`src/rtl/sram_ctrl_pkg.sv`:
```
// -----------------------------------------------------------------------------
// sram_ctrl_pkg
// Shared constants for the SRAM burst controller:
//   - CMD_* : 2-bit command encodings on the cmd bus
//   - RD_PIPE_DEPTH : clocks from the sampling edge of a READ to rd_valid
//   - mem_width() : macro word width (data bits plus optional parity bit)
// Configuration macro: SRAM_PARITY_EN adds one even-parity bit per word.
// -----------------------------------------------------------------------------
package sram_ctrl_pkg;

    localparam logic [1:0] CMD_ADDR_LO = 2'b00;
    localparam logic [1:0] CMD_ADDR_HI = 2'b01;
    localparam logic [1:0] CMD_WRITE   = 2'b10;
    localparam logic [1:0] CMD_READ    = 2'b11;

    // One clock for the macro to read (E1), one to capture into rd_data (E2).
    localparam int RD_PIPE_DEPTH = 2;

`ifdef SRAM_PARITY_EN
    localparam int PARITY_W = 1;
`else
    localparam int PARITY_W = 0;
`endif

    function automatic int mem_width(input int data_w);
        return data_w + PARITY_W;
    endfunction

endpackage

```
`src/rtl/sram_ctrl_addr_ctr.sv`:
```
// -----------------------------------------------------------------------------
// sram_ctrl_addr_ctr
// ADDR_W-bit address pointer of the SRAM burst controller.
//   - i_load_lo : ptr[min(DATA_W,ADDR_W)-1:0] <= i_data
//   - i_load_hi : ptr[ADDR_W-1:DATA_W] <= i_data low bits (no-op if ADDR_W <= DATA_W)
//   - i_inc     : ptr <= ptr + 1, wrapping from DEPTH-1 to 0
// Ports:
//   clk, rst_n  clock, asynchronous active-low reset
//   i_load_lo   load low address field
//   i_load_hi   load high address field
//   i_inc       post-increment after an access
//   i_data      DATA_W load value
//   o_ptr       current pointer
// The three controls come from one decoded command and are mutually exclusive.
// -----------------------------------------------------------------------------
module sram_ctrl_addr_ctr #(
    parameter int DATA_W = 8,
    parameter int ADDR_W = 8
) (
    input  logic              clk,
    input  logic              rst_n,
    input  logic              i_load_lo,
    input  logic              i_load_hi,
    input  logic              i_inc,
    input  logic [DATA_W-1:0] i_data,
    output logic [ADDR_W-1:0] o_ptr
);

    logic [ADDR_W-1:0] r_ptr;
    logic [ADDR_W-1:0] w_lo_ptr;   // pointer with the low field replaced
    logic [ADDR_W-1:0] w_hi_ptr;   // pointer with the high field replaced

    // Per-bit selection keeps every index in range for any legal
    // DATA_W/ADDR_W pair: bits below DATA_W belong to the low field, bits at
    // or above it to the high field (which is empty when ADDR_W <= DATA_W).
    for (genvar gi = 0; gi < ADDR_W; gi++) begin : g_bit
        if (gi < DATA_W) begin : g_lo_field
            assign w_lo_ptr[gi] = i_data[gi];
            assign w_hi_ptr[gi] = r_ptr[gi];
        end else begin : g_hi_field
            assign w_lo_ptr[gi] = r_ptr[gi];
            assign w_hi_ptr[gi] = i_data[gi-DATA_W];
        end
    end

    // NOTE: state registers use non-blocking assignments so every flop samples
    // pre-edge values, independent of block evaluation order.
    always_ff @(posedge clk or negedge rst_n) begin
        if (!rst_n) begin
            r_ptr <= '0;
        end else if (i_load_lo) begin
            r_ptr <= w_lo_ptr;
        end else if (i_load_hi) begin
            r_ptr <= w_hi_ptr;
        end else if (i_inc) begin
            r_ptr <= r_ptr + ADDR_W'(1);   // natural wrap at DEPTH-1
        end
    end

    assign o_ptr = r_ptr;

endmodule

```
`src/rtl/sram_burst_ctrl.sv`:
```
// -----------------------------------------------------------------------------
// sram_burst_ctrl
// Command front-end for the single-port IHP SRAM macro (RM_IHPSG13_1P_*).
// Decodes a 2-bit command stream into macro accesses with two-phase address
// load, auto-increment bursts, a held read-data register and a read strobe.
// The macro's A_BM/A_DLY/BIST pins are tied off in the wrapper above this.
//
// Configuration macro: SRAM_PARITY_EN
//   defined   : MEM_W = DATA_W+1, even parity stored and checked on reads
//   undefined : MEM_W = DATA_W, rd_perr tied 0
//
// Ports:
//   clk, rst_n  clock (also macro A_CLK), asynchronous active-low reset
//   ena         block enable, registered onto mem_men
//   cmd_valid   command strobe, sampled each rising edge
//   cmd         00 ADDR_LO, 01 ADDR_HI, 10 WRITE, 11 READ
//   cmd_data    address field or write data
//   rd_data     last read word, held until the next read completes
//   rd_valid    one-cycle pulse, rd_data updated this cycle
//   rd_perr     parity error qualifying rd_valid (0 when rd_valid=0)
//   cur_addr    current address pointer
//   mem_men/mem_wen/mem_ren/mem_addr/mem_din -> macro A_MEN/A_WEN/A_REN/A_ADDR/A_DIN
//   mem_dout    <- macro A_DOUT
//
// Timing: a command sampled at edge E0 drives the macro pins during E0..E1,
// the macro acts at E1, and read data is captured into rd_data at E2.
// -----------------------------------------------------------------------------
module sram_burst_ctrl
    import sram_ctrl_pkg::*;
#(
    parameter  int DATA_W = 8,
    parameter  int ADDR_W = 8,
    localparam int MEM_W  = mem_width(DATA_W)
) (
    input  logic              clk,
    input  logic              rst_n,
    input  logic              ena,
    input  logic              cmd_valid,
    input  logic [1:0]        cmd,
    input  logic [DATA_W-1:0] cmd_data,
    output logic [DATA_W-1:0] rd_data,
    output logic              rd_valid,
    output logic              rd_perr,
    output logic [ADDR_W-1:0] cur_addr,
    output logic              mem_men,
    output logic              mem_wen,
    output logic              mem_ren,
    output logic [ADDR_W-1:0] mem_addr,
    output logic [MEM_W-1:0]  mem_din,
    input  logic [MEM_W-1:0]  mem_dout
);

    // ------------------------------------------------------------------
    // Command decode
    // ------------------------------------------------------------------
    logic w_is_lo;
    logic w_is_hi;
    logic w_is_wr;
    logic w_is_rd;

    assign w_is_lo = cmd_valid && (cmd == CMD_ADDR_LO);
    assign w_is_hi = cmd_valid && (cmd == CMD_ADDR_HI);
    assign w_is_wr = cmd_valid && (cmd == CMD_WRITE);
    assign w_is_rd = cmd_valid && (cmd == CMD_READ);

    // ------------------------------------------------------------------
    // Address pointer
    // ------------------------------------------------------------------
    logic [ADDR_W-1:0] w_ptr;

    sram_ctrl_addr_ctr #(
        .DATA_W (DATA_W),
        .ADDR_W (ADDR_W)
    ) u_addr_ctr (
        .clk       (clk),
        .rst_n     (rst_n),
        .i_load_lo (w_is_lo),
        .i_load_hi (w_is_hi),
        .i_inc     (w_is_wr || w_is_rd),
        .i_data    (cmd_data),
        .o_ptr     (w_ptr)
    );

    assign cur_addr = w_ptr;

    // ------------------------------------------------------------------
    // Parity generation / check
    // ------------------------------------------------------------------
    logic [MEM_W-1:0] w_din;
    logic             w_perr;

`ifdef SRAM_PARITY_EN
    assign w_din  = {^cmd_data, cmd_data};   // even parity over the word
    assign w_perr = ^mem_dout;               // odd total means a flipped bit
`else
    assign w_din  = cmd_data;
    assign w_perr = 1'b0;
`endif

    // ------------------------------------------------------------------
    // Macro interface and read pipeline
    // ------------------------------------------------------------------
    // r_rd_pipe[0] is the registered A_REN (macro reads at E1); the last
    // stage marks the edge (E2) at which A_DOUT is captured into rd_data.
    logic                     r_mem_men;
    logic                     r_mem_wen;
    logic [ADDR_W-1:0]        r_mem_addr;
    logic [MEM_W-1:0]         r_mem_din;
    logic [RD_PIPE_DEPTH-1:0] r_rd_pipe;
    logic [DATA_W-1:0]        r_rd_data;
    logic                     r_rd_valid;
    logic                     w_rd_capture;

    assign w_rd_capture = r_rd_pipe[RD_PIPE_DEPTH-1];

    // NOTE: clearing the read pipeline in reset is what drops an in-flight
    // read; rd_data is reset too so nothing stale survives a reset.
    always_ff @(posedge clk or negedge rst_n) begin
        if (!rst_n) begin
            r_mem_men  <= 1'b0;
            r_mem_wen  <= 1'b0;
            r_mem_addr <= '0;
            r_mem_din  <= '0;
            r_rd_pipe  <= '0;
            r_rd_data  <= '0;
            r_rd_valid <= 1'b0;
        end else begin
            r_mem_men  <= ena;
            r_mem_wen  <= w_is_wr;
            r_rd_pipe  <= {r_rd_pipe[RD_PIPE_DEPTH-2:0], w_is_rd};
            r_rd_valid <= w_rd_capture;

            // Address is latched with the access, so an ADDR_* in the next
            // cycle only moves the pointer, never the access in flight.
            if (w_is_wr || w_is_rd) begin
                r_mem_addr <= w_ptr;
            end
            if (w_is_wr) begin
                r_mem_din <= w_din;
            end
            if (w_rd_capture) begin
                r_rd_data <= mem_dout[DATA_W-1:0];
            end
        end
    end

`ifdef SRAM_PARITY_EN
    logic r_rd_perr;

    always_ff @(posedge clk or negedge rst_n) begin
        if (!rst_n) begin
            r_rd_perr <= 1'b0;
        end else begin
            r_rd_perr <= w_rd_capture && w_perr;
        end
    end

    assign rd_perr = r_rd_perr;
`else
    logic w_perr_unused;
    assign w_perr_unused = w_perr;
    assign rd_perr       = 1'b0;
`endif

    assign mem_men  = r_mem_men;
    assign mem_wen  = r_mem_wen;
    assign mem_ren  = r_rd_pipe[0];
    assign mem_addr = r_mem_addr;
    assign mem_din  = r_mem_din;
    assign rd_data  = r_rd_data;
    assign rd_valid = r_rd_valid;

endmodule
```
`config.mk`:
```
export PLATFORM = sky130hd
export DESIGN_NAME = sram_burst_ctrl
export DESIGN_NICKNAME = d
export VERILOG_FILES = /design/src/rtl/sram_ctrl_pkg.sv /design/src/rtl/sram_ctrl_addr_ctr.sv /design/src/rtl/sram_burst_ctrl.sv
export SDC_FILE = /design/constraint.sdc
export NUM_CORES = 1
export LEC_CHECK = 0
export CAP_MARGIN = 5
export CORE_MARGIN = 4
export CORE_UTILIZATION = 47
export CTS_BUF_LIST = sky130_fd_sc_hd__clkbuf_16
export CTS_CLUSTER_DIAMETER = 100
export DETAILED_ROUTE_END_ITERATION = 12
export MAX_ROUTING_LAYER = met4
export PLACE_DENSITY = 0.84
export RECOVER_POWER = 25
export SETUP_SLACK_MARGIN = 0.5
export SLEW_MARGIN = 20
export SYNTH_ARGS = -nofsm -noshare
export SYNTH_HDL_FRONTEND = slang
export SYNTH_SLANG_ARGS = --single-unit
export TNS_END_PERCENT = 10
```
`constraint.sdc`:
```
create_clock -name clk -period 2.4 [get_ports clk]
set_input_delay 0.48 -clock clk [delete_from_list [all_inputs] [get_ports clk]]
set_output_delay 0.48 -clock clk [all_outputs]
set_load 0.03 [all_outputs]
```
==> flow_summary.yaml, run 1 <==
yosys:
  yosysTopAreaCell: "dfrtp_1"
  synth_fp_nets: 157
  yosysMostFrequentCell: "dfrtp_1"
  ys_seq_area_share_pct: 58.0
  synth_ff_type: "dfrtp_1"
  ys_ff_latch: 37
  synth.avg_cell_area_um2: 11.9
  syn_inst: 134
  synthDistinctLibCells: 33
  synth_edf_count: 0
  synth_commonest_cells: "37 x dfrtp_1, 16 x mux2_2, 16 x nand2_1"
  synth_area_leaders: "dfrtp_1 58%, mux2_2 11%, mux2_4 3.8%"
  syn_area_um2: 1600
  yosysWarnings: 0
  async_reset_ff_share_pct: 100
  synth_top_area_share_pct: 58.0
timing:
  finalSetupTns_ns: 0
  rsz0062_at_grt: "true"
  worst-slew-pin-transition_ns: 1.86
  fin_crit_ns: 1.97
  max_freq_mhz: 509
  fin_crit_sh_pct: 81.9
  drv_slew: 38
  report.final.hold_viol_count: 0
  setup_ws_ns: 0.435
  clock_skew_ns: 0.00425
  setup_viol: 0
  relSlewSlack_pct: -24.0
critical_path:
  start_kind: "flip-flop"
  r2r_end: "u_addr_ctr.o_ptr[7]"
  path_cells: "clkdlybuf4s50_1"
  crit_required_ns: 1.92
  cp-end-kind: "output pin"
  crit_start: "u_addr_ctr.o_ptr[2]"
  crit_path_end: "cur_addr[2]"
  slowest_stage: "clkdlybuf4s50_1"
  crit_arrival_ns: 1.49
  rr_startpoint: "u_addr_ctr.o_ptr[2]"
  crit_type: "reg -> out"
  cpPeakStageDelay_ns: 0.73
  reg2reg_slack_ns: 0.96
  path_delay_family: "buffers and inverters"
  r2r_cells: 4
  path_depth: 1
  cp_num_buf_inv: 1
  path_max_fanout: 8
clock_network:
  cts.sinks: 37
  cts_tree: "done"
  clk_latency_ns: 0.28
  cts-buffers-inserted: 5
  cts_hold_buffers: 0
  clk_pin_slew_ns: 0.05
  htree_levels: 2
  clockRootBuffer: "clkbuf_16"
  cts_buffer_depth: 2
run_status:
  violations: "capacitance limit, slew limit"
  status: "complete, but fails checks"
power:
  seqPwrFrac_pct: 36.4
  leakage_uw: 0.00104
  clkPwrFrac_pct: 30.8
  power.density_nw_per_um2: 996
  share_comb_of_total_power_pct: 32.8
  power.net_switching_uw: 764
  p_int_uw: 1590
  swShare_pct: 32.5
  ir_worst_vdd_v: 0.000554
global_routing:
  grt_overflow_total: 0
  grt_antenna_before_repair: 0
  grt_pass1_vias: 1327
  grt_pass1_wl_um: 6310
  grt_usage_pct: 19.8
  grt_max_degree: 38
placed_design:
  place.gp.congestion: 0.881
  numPortBuffers: 57
  pre_cts_ws_ns: 0.306
  hpwl_um: 2690
route:
  dr.pass1.iters: 4
  postRouteWirelength_um: 3720
  vias: 1280
  antenna_left: 0
  vias_per_cell: 5.36
  wl_per_cell_um: 15.6
  drt-initial-drc-count: 26
  route.detailed.drc: 0
worst_hold_path:
  hp-class: "reg -> reg"
final_layout:
  antennaDiodeCount: 0
  register_area_um2: 926
  fillers: 225
  multi_input_area_um2: 612
  drive_above_1_share_pct: 16.9
  nets: 217
  syn_to_final_growth_pct: 48.1
floorplan:
  dieHeight_um: 66.3
  die_area_um2: 4390
  fp-row-count: 20
  core_area_um2: 3150
  chipWidth_um: 66.3
  io_pins: 59
  initial_core_util_pct: 50.6
run:
  drv_cap: 1
## layout by cell type (no fill, tap or decap), types with 2 or more instances in the layout
cell type / instances
clkdlybuf4s50_1: 53
dfrtp_1: 37
nand2_1: 16
mux2_2: 16
a21oi_1: 7
nor2_1: 5
a22oi_1: 5
o21ai_0: 5
clkbuf_16: 5
mux2_4: 4
inv_1: 3
and3_1: 3
nand3_1: 3
o22ai_1: 3
nor3_1: 3
buf_4: 3
a22o_1: 2
## area by class of cell
class | count | share of cell area, %
inverters | 4 | 0.636
clock buffers | 5 | 5.30
well taps | 44 | 2.33
flip-flops and latches | 37 | 39.2
clock inverters | 3 | 1.75
repair buffers | 60 | 24.9
multi-input cells | 86 | 25.9
## layer usage
metal | track usage (%) | up-vias | wire [µm]
met3 | 6.29 | 10 | 310
met4 | 8.38 | 0 | 86
met1 | 23.3 | 611 | 1560
li1 | - | 589 | -
met5 | - | - | 0
met2 | 31.2 | 70 | 1760
## power by group through the flow
stage,logic (µW),clock network (µW),registers (µW)
2_1_floorplan,192,0,1090
3_3_place_gp,763,0,857
3_5_place_dp,777,0,866
4_1_cts,781,737,858
5_1_grt,818,768,878
6_report,772,724,856
## worst register-to-register path: cells and delay by family, from the launching register on
family           cells  cell delay (ns)
muxes                1             0.36
DFF                  1             0.48
and+or+nand+nor      3             0.55
## cells by family after synthesis
logic type | count (synthesis) | share of synthesized area (%)
other | 1 | 0.235
AO/OA/AOI/OAI | 27 | 11.1
multiplexers | 21 | 15.7
AND/OR/NAND/NOR | 36 | 10.6
buffers and inverters | 11 | 3.61
adder cells (fa/ha/maj) | 1 | 0.784
flip-flops | 37 | 58.0
## worst min path at each step
stage / slack, ns / cells past startpoint / end / startpoint
5_1_grt: 0.39 / 0 / r_rd_pipe[1] / r_rd_pipe[0]
6_report: 0.39 / 0 / r_rd_pipe[1] / r_rd_pipe[0]
3_3_place_gp: 0.37 / 0 / r_rd_pipe[1] / r_rd_pipe[0]
4_1_cts: 0.31 / 1 / rd_data[3] / rst_n
2_1_floorplan: 0.18 / 0 / mem_addr[0] / rst_n
3_5_place_dp: 0.38 / 0 / r_rd_pipe[1] / r_rd_pipe[0]
## metrics by stage
step	hold WS (ns)	total power, µW	cells	utilization [%]	cell area, µm²
after floorplan	0.184	1280	134	-	1600
after global placement	0.371	1620	231	69.6	2200
after detailed placement	0.376	1640	231	69.6	2200
after CTS	0.306	2380	239	74.9	2360
after global routing	0.389	2460	239	74.9	2360
final	0.385	2350	239	74.9	2360
## what timing repair did
action                                  CTS  global route
endpoints found under the hold margin     0             0
endpoints found under the setup margin    7             6
gates resized for setup                   1             1
buffers inserted                          0             0
## state kept, by name, indices dropped and copies added (netlist names)
register          flops
mem_addr              8
mem_din               8
mem_men               1
mem_wen               1
r_rd_pipe             2
rd_data               8
rd_valid              1
u_addr_ctr.o_ptr      8
No activity file was read; power rests on OpenSTA's default activity.
==> inputs of run 2 (changes only) <==
- CORE_UTILIZATION: 47 -> 39
- PLACE_DENSITY: 0.84 -> 0.75
- clock period: 2.4 -> 1.7 ns (I/O delays scaled with it)
==> run 2 against run 1 <==
The run now ends clean. Clock skew is 0.00084 ns lower. Register-to-register slack worse by 0.52 ns. Utilization is 6.7 points lower. Critical path type is now in -> reg. Largest power group is now combinational logic.
==> flow_summary.yaml, run 2 (synthesis gave the netlist of run 1 again) <==
critical_path:
  crit_required_ns: 1.86
  rr_startpoint: "u_addr_ctr.o_ptr[1]"
  start_kind: "input port"
  path_max_fanout: 7
  r2r_cells: 5
  crit_arrival_ns: 1.51
  crit_type: "in -> reg"
  cp-end-kind: "flip-flop"
  r2r_end: "u_addr_ctr.o_ptr[6]"
  crit_path_end: "mem_din[4]"
  reg2reg_slack_ns: 0.44
  crit_start: "cmd_valid"
final_layout:
  antennaDiodeCount: 0
  layout_commonest_cell: "dfrtp_1"
  drive_above_1_share_pct: 49.3
  instances_no_fill: 261
  syn_to_final_growth_pct: 62.4
  nets: 235
  layout_common_cells: "30 x dfrtp_1, 27 x clkdlybuf4s15_2, 16 x clkdlybuf4s50_1, 16 x buf_4"
clock_network:
  cts_buffer_depth: 2
  cts.sinks: 37
  clk_latency_ns: 0.27
  cts_tree: "done"
  cts-buffers-inserted: 5
  clk_pin_slew_ns: 0.05
  clockRootBuffer: "clkbuf_16"
  htree_levels: 2
floorplan:
  dieHeight_um: 72.0
  initial_core_util_pct: 42.0
  core_area_um2: 3800
  io_pins: 59
  chipWidth_um: 72.0
  fp-row-count: 22
  die_area_um2: 5180
route:
  postRouteWirelength_um: 4080
  wl_per_cell_um: 15.6
  antenna_left: 0
  route.detailed.drc: 0
  dr.pass1.iters: 4
  vias_per_cell: 5.16
  vias: 1346
  drt-initial-drc-count: 62
global_routing:
  grt_pass1_vias: 1396
  grt_pass1_wl_um: 6650
  grt_usage_pct: 17.2
  grt_max_degree: 26
  grt_overflow_total: 0
  grt_antenna_before_repair: 0
worst_hold_path:
  hp-class: "reg -> reg"
timing:
  finalSetupTns_ns: 0
  clock_skew_ns: 0.00341
  report.final.hold_viol_count: 0
  worst-slew-pin-transition_ns: 0.807
  fin_crit_sh_pct: 79.6
  drv_slew: 0
  relSlewSlack_pct: 46.2
  setup_viol: 0
  max_freq_mhz: 739
  rsz0062_at_grt: "true"
  fin_crit_ns: 1.35
power:
  leakage_uw: 0.00116
  ir_worst_vdd_v: 0.000698
  power.density_nw_per_um2: 1270
placed_design:
  place.gp.congestion: 0.873
  hpwl_um: 2930
  numPortBuffers: 57
  placedCellCount: 244
run_status:
  status: "finished, final reports clean"
run:
  drv_cap: 0
-- run 2: how the worst min path moves through the flow --
stage | end | slack (ns) | depth (start not counted) | start
floorplan | mem_addr[0] | 0.04 | 0 | rst_n
global placement | mem_men | 0.25 | 1 | rst_n
detailed placement | mem_men | 0.26 | 1 | rst_n
CTS | r_rd_pipe[1] | 0.38 | 0 | r_rd_pipe[0]
global route | r_rd_pipe[1] | 0.40 | 0 | r_rd_pipe[0]
finish | r_rd_pipe[1] | 0.38 | 0 | r_rd_pipe[0]
-- run 2: metrics by stage --
stage               hold slack (ns)  util, %  power (µW)  setup slack (ns)  instance area (µm²)
floorplan                    0.0444        -        1850             0.466                 1650
global placement              0.251     61.2        2380           -0.0159                 2330
detailed placement            0.258     61.2        2400           -0.0623                 2330
CTS                           0.380     67.0        3270             0.379                 2550
global route                  0.399     68.2        3450             0.256                 2590
finish                        0.378     68.2        3280             0.347                 2590
-- run 2: what timing repair did --
action | in CTS | in global routing
pin swaps | 1 | 4
hold endpoints to repair | 12 | 0
buffers inserted | 5 | 3
setup endpoints to repair | 60 | 43
hold buffers | 1 | 0
gates resized for setup | 132 | 14
-- run 2: area by class of cell --
class                   instances  area [µm²]
fillers                       259        1210
repair buffers                 78         756
flip-flops and latches         37         935
clock inverters                 3        13.8
inverters                       4        15.0
well taps                      48        60.1
clock buffers                   5         125
multi-input cells              86         686
-- run 2: power breakdown --
part	internal, µW	switching [µW]
sequential	1060	131
clock	531	326
combinational	556	671
total	2150	1130
-- run 2: layer usage --
layer / global-route usage [%] / vias up / share of wire (%)
met1: 22.5 / 631 / 44
li1: - / 633 / -
met4: 8.35 / 0 / 2.2
met2: 24.7 / 72 / 45
met3: 4.57 / 10 / 8.8
met5: - / - / 0
-- run 2: critical path, stage by stage --
cell	delay (ns)
dlygate4sd2_1	0.27
nand2_2	0.08
or2_0	0.47
mux2_4	0.35
==> inputs of run 3 (changes only) <==
- clock period: 1.7 -> 1.1 ns (I/O delays scaled with it)
==> run 3 against run 2 <==
The run now ends with hold timing, setup timing left. Via count rose by 5.8%. Flip-flop and latch count did not move. Clock-buffer cell count did not move. First-iteration DRC count rose by 23%.
==> flow_summary.yaml, run 3 (synthesis gave the netlist of run 1 again) <==
power:
  seqPwrFrac_pct: 31.7
  p_int_uw: 4130
  swShare_pct: 31.2
  power.net_switching_uw: 1880
  leakage_uw: 0.00135
  share_comb_of_total_power_pct: 38.2
  ir_worst_vdd_v: 0.00119
  clkPwrFrac_pct: 30.1
  power.density_nw_per_um2: 2110
critical_path:
  path_max_fanout: 4
  crit_arrival_ns: 1.40
  cpPeakStageDelay_ns: 0.41
  cp-end-kind: "flip-flop"
  r2r_cells: 5
  crit_type: "reg -> reg"
  path_delay_family: "flip-flops"
  path_depth: 5
  path_cells: "ha_4 > nand3_4 > nor2_4 > mux2i_2 > a211oi_2"
  cp_num_buf_inv: 0
  start_kind: "flip-flop"
  crit_required_ns: 1.24
  slowest_stage: "dfrtp_2"
placed_design:
  pre_cts_ws_ns: -0.558
  hpwl_um: 3120
  place.gp.congestion: 0.840
  numPortBuffers: 57
floorplan:
  die_area_um2: 5180
  core_area_um2: 3800
  initial_core_util_pct: 42.0
  fp-row-count: 22
  chipWidth_um: 72.0
  io_pins: 59
  dieHeight_um: 72.0
final_layout:
  syn_to_final_growth_pct: 78.5
  drive_above_1_share_pct: 58.3
  nets: 245
  antennaDiodeCount: 0
  layout_commonest_cell: "buf_6"
  layout_common_cells: "47 x buf_6, 28 x dfrtp_1, 19 x buf_4"
route:
  route.detailed.drc: 0
  antenna_left: 0
  dr.pass1.iters: 4
  drt-initial-drc-count: 76
  postRouteWirelength_um: 4470
  vias_per_cell: 5.25
  vias: 1424
  wl_per_cell_um: 16.5
global_routing:
  grt_pass1_vias: 1504
  grt_max_degree: 25
  grt_pass1_wl_um: 7400
  grt-busiest-layer: "met2"
  grt.met2_usage_pct: 30.8
  grt_overflow_total: 0
  grt_antenna_before_repair: 0
  met1_usage_pct: 23.0
  met3_usage_pct: 4.71
  grt_usage_pct: 18.7
timing:
  clock_skew_ns: 0.00356
  fin_crit_sh_pct: 115
  relSlewSlack_pct: 54.4
  rsz0062_at_grt: "true"
  drv_slew: 0
  setup_viol: 14
  max_freq_mhz: 794
  worst-slew-pin-transition_ns: 0.684
  fin_crit_ns: 1.26
  report.final.hold_viol_count: 13
  whs_ns: -0.0420
  setup_ws_ns: -0.160
run_status:
  status: "complete, but fails checks"
  violations: "hold timing, setup timing"
clock_network:
  cts_buffer_depth: 2
  clockRootBuffer: "clkbuf_16"
  cts.sinks: 37
  clk_pin_slew_ns: 0.05
  cts_tree: "done"
  cts-buffers-inserted: 5
  htree_levels: 2
  clk_latency_ns: 0.28
worst_hold_path:
  hp-class: "in -> async"
run:
  drv_cap: 0
-- run 3: cell count changes in the layout (fill, tap and decap cells not counted), sizes merged, moves of 2 or more --
| cell | delta |
|---|---|
| buf | +43 |
| clkdlybuf4s15 | -28 |
| clkdlybuf4s50 | -5 |
| dlygate4sd2 | +3 |
| bufinv | +2 |
| dlygate4sd3 | -2 |
-- run 3: what timing repair did --
item / CTS / global route
pin swaps: 10 / 8
setup buffers: 3 / 2
gates resized for setup: 91 / 12
setup endpoints to repair: 71 / 70
endpoints found under the hold margin: 13 / 13
-- run 3: worst paths after layout --
path | from | to | slack, ns
worst max-delay path | u_addr_ctr.o_ptr[1] | u_addr_ctr.o_ptr[6] | -0.16
worst min-delay path | rst_n | rd_valid | -0.04
worst max register to register | u_addr_ctr.o_ptr[1] | u_addr_ctr.o_ptr[6] | -0.16
worst min register to register | r_rd_pipe[0] | r_rd_pipe[1] | 0.41
max in group asynchronous | rst_n | u_addr_ctr.o_ptr[2] | 0.25
min in group clk | cmd[0] | mem_wen | 0.33
-- run 3: stage by stage --
step	utilization (%)	setup TNS (ns)	power (µW)	instances	cell area, µm²
after floorplan	-	-0.592	2860	134	1650
after global placement	62.0	-9.79	3700	258	2350
after detailed placement	62.0	-11.22	3750	258	2350
after CTS	73.6	-1.12	5960	269	2800
after global routing	75.0	-1.73	6270	271	2850
final	75.0	-1.24	6010	271	2850
-- run 3: layer usage --
| metal | vias up | part of all wire (%) |
|---|---|---|
| met3 | 9 | 7.9 |
| met5 | - | 0 |
| met4 | 0 | 1.4 |
| li1 | 647 | - |
| met1 | 680 | 41 |
| met2 | 88 | 50 |
-- run 3: cell type report --
class / count / area, µm²
Clock buffer: 5 / 125
Clock inverter: 3 / 65.1
Fill cell: 215 / 951
Inverter: 4 / 15.0
Multi-Input combinational cell: 86 / 749
Sequential cell: 37 / 937
Tap cell: 48 / 60.1
Timing Repair Buffer: 88 / 896
-- run 3: power groups by stage --
stage                     sequential [µW]  combinational [µW]  clock, µW
after CTS                            1900                2220       1850
final                                1900                2300       1810
after floorplan                      2420                 446          0
after global placement               1850                1850          0
after detailed placement             1870                1880          0
after global routing                 1940                2430       1900
-- run 3: worst reg2reg max path, stage by stage, from the launching register on --
cell and delay, ns:
dfrtp_2 0.41, ha_4 0.17, nand3_4 0.08, nor2_4 0.14, mux2i_2 0.23, a211oi_2 0.10
